**config.mk**
```make
export PLATFORM = sky130hd
export DESIGN_NAME = odd_parity_rx
export DESIGN_NICKNAME = d
export VERILOG_FILES = /design/src/rtl/odd_parity_pkg.sv /design/src/rtl/odd_parity_rx_bit_sync2.sv /design/src/rtl/odd_parity_rx.sv
export SDC_FILE = /design/constraint.sdc
export NUM_CORES = 1
export LEC_CHECK = 0
export ABC_AREA = 1
export CAP_MARGIN = 20
export CORE_MARGIN = 5
export CORE_UTILIZATION = 38
export DETAILED_ROUTE_END_ITERATION = 16
export HOLD_SLACK_MARGIN = 0.12
export PLACE_DENSITY = 0.66
export SLEW_MARGIN = 25
export SYNTH_ARGS = -nofsm -noshare
export SYNTH_HDL_FRONTEND = slang
export SYNTH_SLANG_ARGS = --single-unit
export TNS_END_PERCENT = 10
```
**constraint.sdc**
```tcl
create_clock -name clk -period 1.4 [get_ports clk]
set_input_delay 0.14 -clock clk [delete_from_list [all_inputs] [get_ports clk]]
set_output_delay 0.14 -clock clk [all_outputs]
set_load 0.005 [all_outputs]
```
**src/rtl/odd_parity_pkg.sv**
```systemverilog
// Shared types and helpers for the odd-parity serial receiver.
//   state_t          receiver FSM states
//   DATA_W_DEF       default data bits per frame
//   CLKS_PER_BIT_DEF default clk cycles per bit period
//   odd_par()        parity bit that makes the total count of ones odd
package odd_parity_pkg;

  localparam int DATA_W_DEF       = 4;
  localparam int CLKS_PER_BIT_DEF = 16;

  typedef enum logic [2:0] {
    IDLE,
    START,
    DATA,
    PARITY,
    STOP
  } state_t;

  // Zero-extended inputs are safe here: padding zeros never change parity.
  function automatic logic odd_par(input logic [31:0] v);
    return ~^v;
  endfunction

endpackage

```
**src/rtl/odd_parity_rx_bit_sync2.sv**
```systemverilog
// Two-flop synchroniser for a single asynchronous bit.
//   clk   rising-edge clock
//   rst_n synchronous active-low reset (both flops reset to 1, the idle level)
//   d     asynchronous input
//   q     synchronised output
module bit_sync2 (
  input  logic clk,
  input  logic rst_n,
  input  logic d,
  output logic q
);

  logic meta;

  always_ff @(posedge clk) begin
    if (!rst_n) begin
      meta <= 1'b1;
      q    <= 1'b1;
    end else begin
      meta <= d;
      q    <= meta;
    end
  end

endmodule

```
**src/rtl/odd_parity_rx.sv**
```systemverilog
// Odd-parity serial frame receiver.
// Frame: start(0), DATA_W data bits LSB first, odd parity bit, stop(1).
//   clk        rising-edge clock
//   rst_n      synchronous active-low reset
//   rx_in      asynchronous serial line, idles high
//   data_out   last received data word (held until next completed frame)
//   data_valid one-cycle pulse when a frame completes
//   parity_err parity check failed, qualified by data_valid
//   frame_err  stop bit sampled low, qualified by data_valid
//   busy       high whenever the FSM is outside IDLE
module odd_parity_rx
  import odd_parity_pkg::*;
#(
  parameter int DATA_W       = DATA_W_DEF,
  parameter int CLKS_PER_BIT = CLKS_PER_BIT_DEF
) (
  input  logic              clk,
  input  logic              rst_n,
  input  logic              rx_in,
  output logic [DATA_W-1:0] data_out,
  output logic              data_valid,
  output logic              parity_err,
  output logic              frame_err,
  output logic              busy
);

  localparam int CW = $clog2(CLKS_PER_BIT);
  localparam int IW = $clog2(DATA_W + 1);

  state_t            state, state_nx;
  logic              rxs;
  logic [CW-1:0]     cnt;
  logic [IW-1:0]     idx;
  logic [DATA_W-1:0] shreg;
  logic              pbit;
  logic              armed;
  logic              mid_tick, bit_tick, last_bit;

  bit_sync2 u_sync (
    .clk   (clk),
    .rst_n (rst_n),
    .d     (rx_in),
    .q     (rxs)
  );

  // Start bit is checked half a period in; every later bit one full period on,
  // which lands each sample near the middle of its bit.
  assign mid_tick = (cnt == CW'(CLKS_PER_BIT/2 - 1));
  assign bit_tick = (cnt == CW'(CLKS_PER_BIT - 1));
  assign last_bit = (idx == IW'(DATA_W - 1));

  // State register
  always_ff @(posedge clk) begin
    if (!rst_n) state <= IDLE;
    else        state <= state_nx;
  end

  // Next-state logic
  always_comb begin
    state_nx = state;
    case (state)
      IDLE:    if (armed && !rxs)        state_nx = START;
      START:   if (mid_tick)             state_nx = rxs ? IDLE : DATA;
      DATA:    if (bit_tick && last_bit) state_nx = PARITY;
      PARITY:  if (bit_tick)             state_nx = STOP;
      STOP:    if (bit_tick)             state_nx = IDLE;
      default:                           state_nx = IDLE;
    endcase
  end

  // Output logic
  always_comb begin
    busy = (state != IDLE);
  end

  // Datapath: bit counter, shift register and result registers
  always_ff @(posedge clk) begin
    if (!rst_n) begin
      cnt        <= '0;
      idx        <= '0;
      shreg      <= '0;
      pbit       <= 1'b0;
      armed      <= 1'b1;
      data_out   <= '0;
      data_valid <= 1'b0;
      parity_err <= 1'b0;
      frame_err  <= 1'b0;
    end else begin
      data_valid <= 1'b0;
      case (state)
        IDLE: begin
          cnt <= '0;
          idx <= '0;
          if (rxs) armed <= 1'b1;
        end
        START: begin
          cnt <= mid_tick ? '0 : cnt + CW'(1);
        end
        DATA: begin
          cnt <= bit_tick ? '0 : cnt + CW'(1);
          if (bit_tick) begin
            // LSB arrives first, so shift in from the top.
            shreg <= {rxs, shreg[DATA_W-1:1]};
            idx   <= idx + IW'(1);
          end
        end
        PARITY: begin
          cnt <= bit_tick ? '0 : cnt + CW'(1);
          if (bit_tick) pbit <= rxs;
        end
        STOP: begin
          cnt <= bit_tick ? '0 : cnt + CW'(1);
          if (bit_tick) begin
            data_out   <= shreg;
            parity_err <= odd_par(32'(shreg)) ^ pbit;
            frame_err  <= ~rxs;
            data_valid <= 1'b1;
            // A break (low stop bit) must see the line high before re-arming.
            armed      <= rxs;
          end
        end
        default: cnt <= '0;
      endcase
    end
  end

endmodule

```
==> results by group, run 1 <==
Outcome
  • Outcome: complete, no violations

Synthesis
  • YS warnings: 0
  • Synth top area share: 44.6%
  • Syn Inst Count: 149
  • Syn Nets: 155
  • Syn Std Cell Area: between 1000 and 1500 sq um
  • Synth area leader: dfxtp_1
  • Syn avg cell area: 7.52 sq um
  • Largest cells by area after synthesis: dfxtp_1 45%, nor2_1 10%, inv_1 6.0%
  • Register area share after synthesis: 44.6%
  • Post-synthesis cell type count: 23
  • #FFs+latches synth: 25

Place
  • Placer Congestion: ~0.75
  • Number of port buffers: 10
  • Placed Area: about 1300 sq um
  • HPWL after DPL: between 1500 and 2000 um

Layout
  • Nets: between 150 and 200
  • Commonest cells after routing, fill and taps aside: 28 x nor2_1, 21 x dfxtp_1, 18 x inv_1
  • Area Growth Syn to Fin: 26.2%
  • Fillers: ~260
  • Non-Filler Cell Area, Final: around 1400 sq um
  • Most common cell after layout, fill and taps aside: nor2_1
  • Layout Utilization: 50.9%
  • Diode count: 0
  • Layout cells sized above 1: 23.1%

Drt
  • Final ANT Viol Nets: 0
  • Vias: 990
  • Initial DRC count: 24
  • Post-route DRC: 0
  • Post-Route WL: 2380 um
  • DR pass1 iterations: 4
  • Avg WL per Cell: 11.7 um
  • Via density: a little under 5

STA
  • Unrepaired setup endpoints after global routing: true
  • Crit share post-route: 98.9%
  • Max-slew headroom: 83.3%
  • Fmax: 0.722 GHz
  • Final Hold Violating Endpoints: 0
  • Setup-failing EPs final: 0
  • Final Max Slew Viols: 0
  • Worst slew pin tran: 0.251 ns
  • Skew final: ~0.0058 ns
  • Tmin final: 1.38 ns

Clock tree
  • # clock sinks: 25
  • Post-CTS Hold Buffers: 0
  • Clock Path Buffers: 2
  • Clock Tree Root: clkbuf_4
  • CTS tree: done
  • Clk Latency, worst-skew pair: 0.32 ns
  • Total CTS buffers: 3
  • H-tree depth: 1
  • Clock transition at path regs: approximately 0.14 ns

Min path
  • Worst hold path depth: 2
  • Worst min-delay path class: in2reg

Global route
  • GRT Residual Overflow: 0
  • Antenna violations before repair: 0
  • Gr usage total: 11.9%
  • Largest net degree at the start of global routing: 18
  • Number of global-route vias before repair: 916
  • First-pass GRT wire length: 3990 um

Worst setup path
  • Arr. time, crit path: 1.24 ns
  • Reg2Reg Depth: 8
  • CP max FO: 2
  • Nature of the critical path endpoint: output pin
  • CP startpoint kind: register
  • CP Data Required Time: 1.26 ns
  • Crit Path Category: reg2out

Power
  • Peak VDD IR: 1.32 mV
  • Power density cells: 1510 nW/um^2
  • Total power: 2.14 mW
  • Leak: 0.639 nW

Die
  • Chip width: 64.3 um
  • Die ar.: between 4000 and 5000 sq um
  • Die Ht: 64.3 um
  • Initial Util: 40.3%
  • Core Region: around 2800 sq um
  • Site Rows: 19
  • Ports: 11

Job
  • Max Cap Violations: 0
cell usage after synthesis (all sizes together):
cell,number
nor2,37
dfxtp,25
inv,21
nand2,20
o21ai,15
a21oi,8
nand3,7
ha,3
nor3,2
or2,2
xnor2,2
xor2,2
a211oi,1
buf,1
nand3b,1
nand4,1
o211ai,1
final timing paths:
| check | start | end | slack, ns |
|---|---|---|---|
| worst max-delay path | state[0]$_SDFFE_PN0P_ | busy | 0.02 |
| worst min-delay path | rx_in | u_sync.meta$_SDFF_PN1_ | 0.37 |
| worst max register to register | cnt[0]$_SDFF_PN0_ | idx[1]$_SDFFE_PN0P_ | 0.05 |
| worst min register to register | u_sync.meta$_SDFF_PN1_ | u_sync.q$_SDFF_PN1_ | 0.44 |
stage by stage:
step / worst slack, ns / TNS, ns / hold WS (ns) / std cells
final: 0.0152 / 0 / 0.369 / 204
after global routing: -0.0798 / -0.565 / 0.365 / 204
after CTS: -0.00317 / -0.00317 / 0.364 / 201
after detailed placement: -0.0203 / -0.0870 / 0.409 / 195
after global placement: 0.0386 / 0 / 0.398 / 195
after floorplan: 0.117 / 0 / 0.247 / 149
critical path, cell delays in order (launching register included):
cell and delay [ns]:
dfxtp_2 0.36, nor2_4 0.10, inv_1 0.05, nor2_2 0.11, inv_1 0.04, dlygate4sd2_1 0.25
state kept, by name, indices dropped and copies added, names as in the netlist:
name	count
u_sync.meta	1
cnt	4
idx	3
frame_err	1
shreg	4
parity_err	1
armed	1
state	3
u_sync.q	1
pbit	1
data_out	4
data_valid	1
power breakdown:
group          internal, mW  switching (mW)
clock network         0.107           0.218
registers             0.798          0.0630
logic                 0.446           0.503
total                  1.35           0.784
cells by family (layout without fill, tap and decap cells):
| kind of cell | Yosys count | in the layout | synth area share (%) |
|---|---|---|---|
| flops | 25 | 25 | 44.6 |
| compound gates | 25 | 25 | 13.1 |
| buf+inv | 22 | 45 | 7.48 |
| fa+ha+maj | 3 | 3 | 3.35 |
| xor+xnor | 4 | 4 | 3.13 |
| simple gates | 70 | 71 | 28.3 |
cell type report:
class / count / area, sq um / share of cell area [%]
multi-input combinational: 103 / 581 / 41.0
sequential: 25 / 510 / 36.1
timing repair buffer: 20 / 174 / 12.3
inverter: 21 / 83.8 / 5.92
tap: 31 / 38.8 / 2.74
clock buffer: 3 / 22.5 / 1.59
clock inverter: 1 / 5.00 / 0.354
timing repair:
action                     4_1_cts  5_1_grt
setup buffers                    2        2
pin swaps                        1        6
gates cloned                     0        1
setup endpoints to repair        9       19
gates resized for setup          7       12
metal layers:
metal | share of wire (%) | global-route usage, % | up-vias
li1 | - | - | 519
met5 | 0 | 0 | -
met3 | 1.4 | 1.58 | 4
met1 | 46 | 14.3 | 457
met2 | 51 | 20.8 | 10
met4 | 1.2 | 5.34 | 0
Note: power is estimated with default switching activity, not from simulation.
==> run 2: changes to the inputs <==
CTS_BUF_LIST = sky130_fd_sc_hd__clkbuf_8   (was default)
clock period = 1.42 ns   (was 1.4 ns; I/O delays follow)
==> results by group, run 2 (synthesis results as in run 1) <==
Outcome
  • Outcome: complete, no violations (unchanged)

Layout
  • Largest registers: cnt: 4 flops, data_out: 4 flops, shreg: 4 flops (unchanged)
  • Area Growth Syn to Fin: 27.6% (was 26.2%)
  • Nets: 179 (was 180)
  • Most common cell after layout, fill and taps aside: nor2_1 (unchanged)
  • Commonest cells after routing, fill and taps aside: 30 x nor2_1, 22 x dfxtp_1, 18 x inv_1 (was 28 x nor2_1, 21 x dfxtp_1, 18 x inv_1)
  • Non-Filler Cell Area, Final: 1430 sq um (was 1420 sq um)
  • Diode count: 0 (unchanged)
  • Layout cells sized above 1: 22.1% (was 23.1%)

STA
  • Max-slew headroom: 80.9% (was 83.3%)
  • Tmin final: ~1.4 ns
  • Worst slew pin tran: 0.285 ns (was 0.251 ns)
  • Fin Setup TNS: 0 ns (unchanged)
  • Fmax: around 0.72 GHz
  • Setup-failing EPs final: 0 (unchanged)
  • Crit share post-route: 97.2%
  • Final Max Slew Viols: 0 (unchanged)
  • Final Hold Violating Endpoints: 0 (unchanged)
  • Skew final: 0.00154 ns (was 0.00575 ns)
  • Unrepaired setup endpoints after global routing: true (unchanged)

Worst setup path
  • Arr. time, crit path: 1.54 ns (was 1.24 ns)
  • Most frequent CP cell: nor2_4 (was inv_1)
  • Nature of the critical path endpoint: register (was output pin)
  • CP startpoint kind: register (unchanged)
  • Worst path top cell family by delay: simple AND/OR/NAND/NOR gates (was flip-flops)
  • WP buf/inv: 1 (was 3)
  • CP max stage cell: dfxtp_4 (was dfxtp_2)
  • Critical Path Start: cnt[0]$_SDFF_PN0_ (was state[0]$_SDFFE_PN0P_)
  • Critical-path cell list: ha_4, nand2_4, nor2_4, inv_4, nor2_4, nor2_4, o21ai_1, nor2_1 (was nor2_4, inv_1, nor2_2, inv_1, dlygate4sd2_1)
  • CP peak stage delay: 0.37 ns (was 0.36 ns)
  • CP Data Required Time: 1.58 ns (was 1.26 ns)
  • Worst r2r src: cnt[0]$_SDFF_PN0_ (unchanged)
  • R2r setup slk: 0.04 ns (was 0.05 ns)
  • CP max FO: 7 (was 2)
  • Crit Path Category: reg2reg (was reg2out)

Power
  • Total power: 2.09 mW (was 2.14 mW)
  • Sw Ratio: 36.1% (was 36.7%)
  • Leak: 0.669 nW (was 0.639 nW)
  • Power density cells: 1460 nW/um^2 (was 1510 nW/um^2)
  • Part of the power in registers: 41.2% (was 40.3%)
  • Clock share of power: 19.3% (was 15.2%)
  • Switching pwr: 755 uW (was 784 uW)
  • Peak VDD IR: 1.06 mV (was 1.32 mV)
  • Power share of the combinational group: 39.6% (was 44.4%)
  • Int Power: 1.33 mW (was 1.35 mW)

Min path
  • Worst hold start: u_sync.meta$_SDFF_PN1_ (was rx_in)
  • Worst min-delay path class: reg2reg (was in2reg)

Die
  • Die ar.: 4140 sq um (unchanged)
  • Core Region: 2780 sq um (unchanged)
  • Initial Util: 40.3% (unchanged)
  • Site Rows: 19 (unchanged)
  • Ports: 11 (unchanged)
  • Die Ht: 64.3 um (unchanged)
  • Chip width: 64.3 um (unchanged)

Global route
  • Number of global-route vias before repair: 897 (was 916)
  • Gr usage total: 11.3% (was 11.9%)
  • Largest net degree at the start of global routing: 18 (unchanged)
  • Antenna violations before repair: 0 (unchanged)
  • GRT Residual Overflow: 0 (unchanged)
  • First-pass GRT wire length: 3900 um (was 3990 um)

Clock tree
  • Clock Path Buffers: 2 (unchanged)
  • Total CTS buffers: 3 (unchanged)
  • Clock transition at path regs: 0.08 ns (was 0.14 ns)
  • Clock Tree Root: clkbuf_8 (was clkbuf_4)
  • # clock sinks: 25 (unchanged)
  • H-tree depth: 1 (unchanged)
  • CTS tree: done (unchanged)
  • Clk Latency, worst-skew pair: 0.26 ns (was 0.32 ns)

Drt
  • DR pass1 iterations: 4 (unchanged)
  • Vias: 987 (was 990)
  • Post-Route WL: 2310 um (was 2380 um)
  • Initial DRC count: 23 (was 24)
  • Final ANT Viol Nets: 0 (unchanged)
  • Post-route DRC: 0 (unchanged)
  • Avg WL per Cell: 11.4 um (was 11.7 um)
  • Via density: 4.86 (was 4.85)

Place
  • Placed Area: 1280 sq um (was 1300 sq um)
  • Number of port buffers: 10 (unchanged)
  • HPWL after DPL: 1620 um (was 1630 um)
  • Placer Congestion: 0.741 (was 0.754)

Job
  • Max Cap Violations: 0 (unchanged)
-- run 2: cell count changes in the layout (fill, tap and decap cells not counted), moves of 2 or more --
cell / delta
clkbuf_4: -3
clkbuf_8: +3
inv_2: +2
nor2_1: +2
nor2_2: -3
-- run 2: worst paths after layout --
check                                            to  depth (start not counted)
worst max-delay path            idx[0]$_SDFFE_PN0P_                          8
worst min-delay path            u_sync.q$_SDFF_PN1_                          1
worst max register to register  idx[0]$_SDFFE_PN0P_                          8
worst min register to register  u_sync.q$_SDFF_PN1_                          1
-- run 2: per-stage QoR --
stage	std cells	setup slack, ns	hold slack [ns]	utilization [%]
floorplan	149	0.137	0.249	-
global placement	193	0.0392	0.398	46.2
detailed placement	193	-0.0238	0.403	46.2
CTS	198	0.00360	0.428	48.4
global route	203	-0.0477	0.447	51.4
finish	203	0.0392	0.426	51.4
-- run 2: power groups by stage --
stage	Clock, mW	Sequential (mW)	Combinational, mW
after global placement	0	0.847	0.730
after detailed placement	0	0.853	0.748
after floorplan	0	0.848	0.519
final	0.402	0.861	0.827
after CTS	0.422	0.846	0.775
after global routing	0.454	0.876	0.946
-- run 2: layout make-up --
cell class | count | area, sq um
Clock buffer | 3 | 41.3
Clock inverter | 1 | 3.75
Fill cell | 272 | 1350
Inverter | 21 | 81.3
Multi-Input combinational cell | 102 | 582
Sequential cell | 25 | 509
Tap cell | 31 | 38.8
Timing Repair Buffer | 20 | 174
-- run 2: per-layer routing --
metal  global-route usage [%]  wire [um]  share of wire [%]
met5                        0          0                  0
met2                     20.1       1160                 50
met3                     2.28         91                3.9
met4                     3.05         14               0.61
met1                     13.7       1040                 45
-- run 2: timing repair --
item | in CTS | in global routing
pin swaps | 1 | 7
buffers inserted | 1 | 5
setup endpoints to repair | 9 | 17
gates resized for setup | 6 | 13
hold buffers | 0 | 0
cloned | 0 | 0
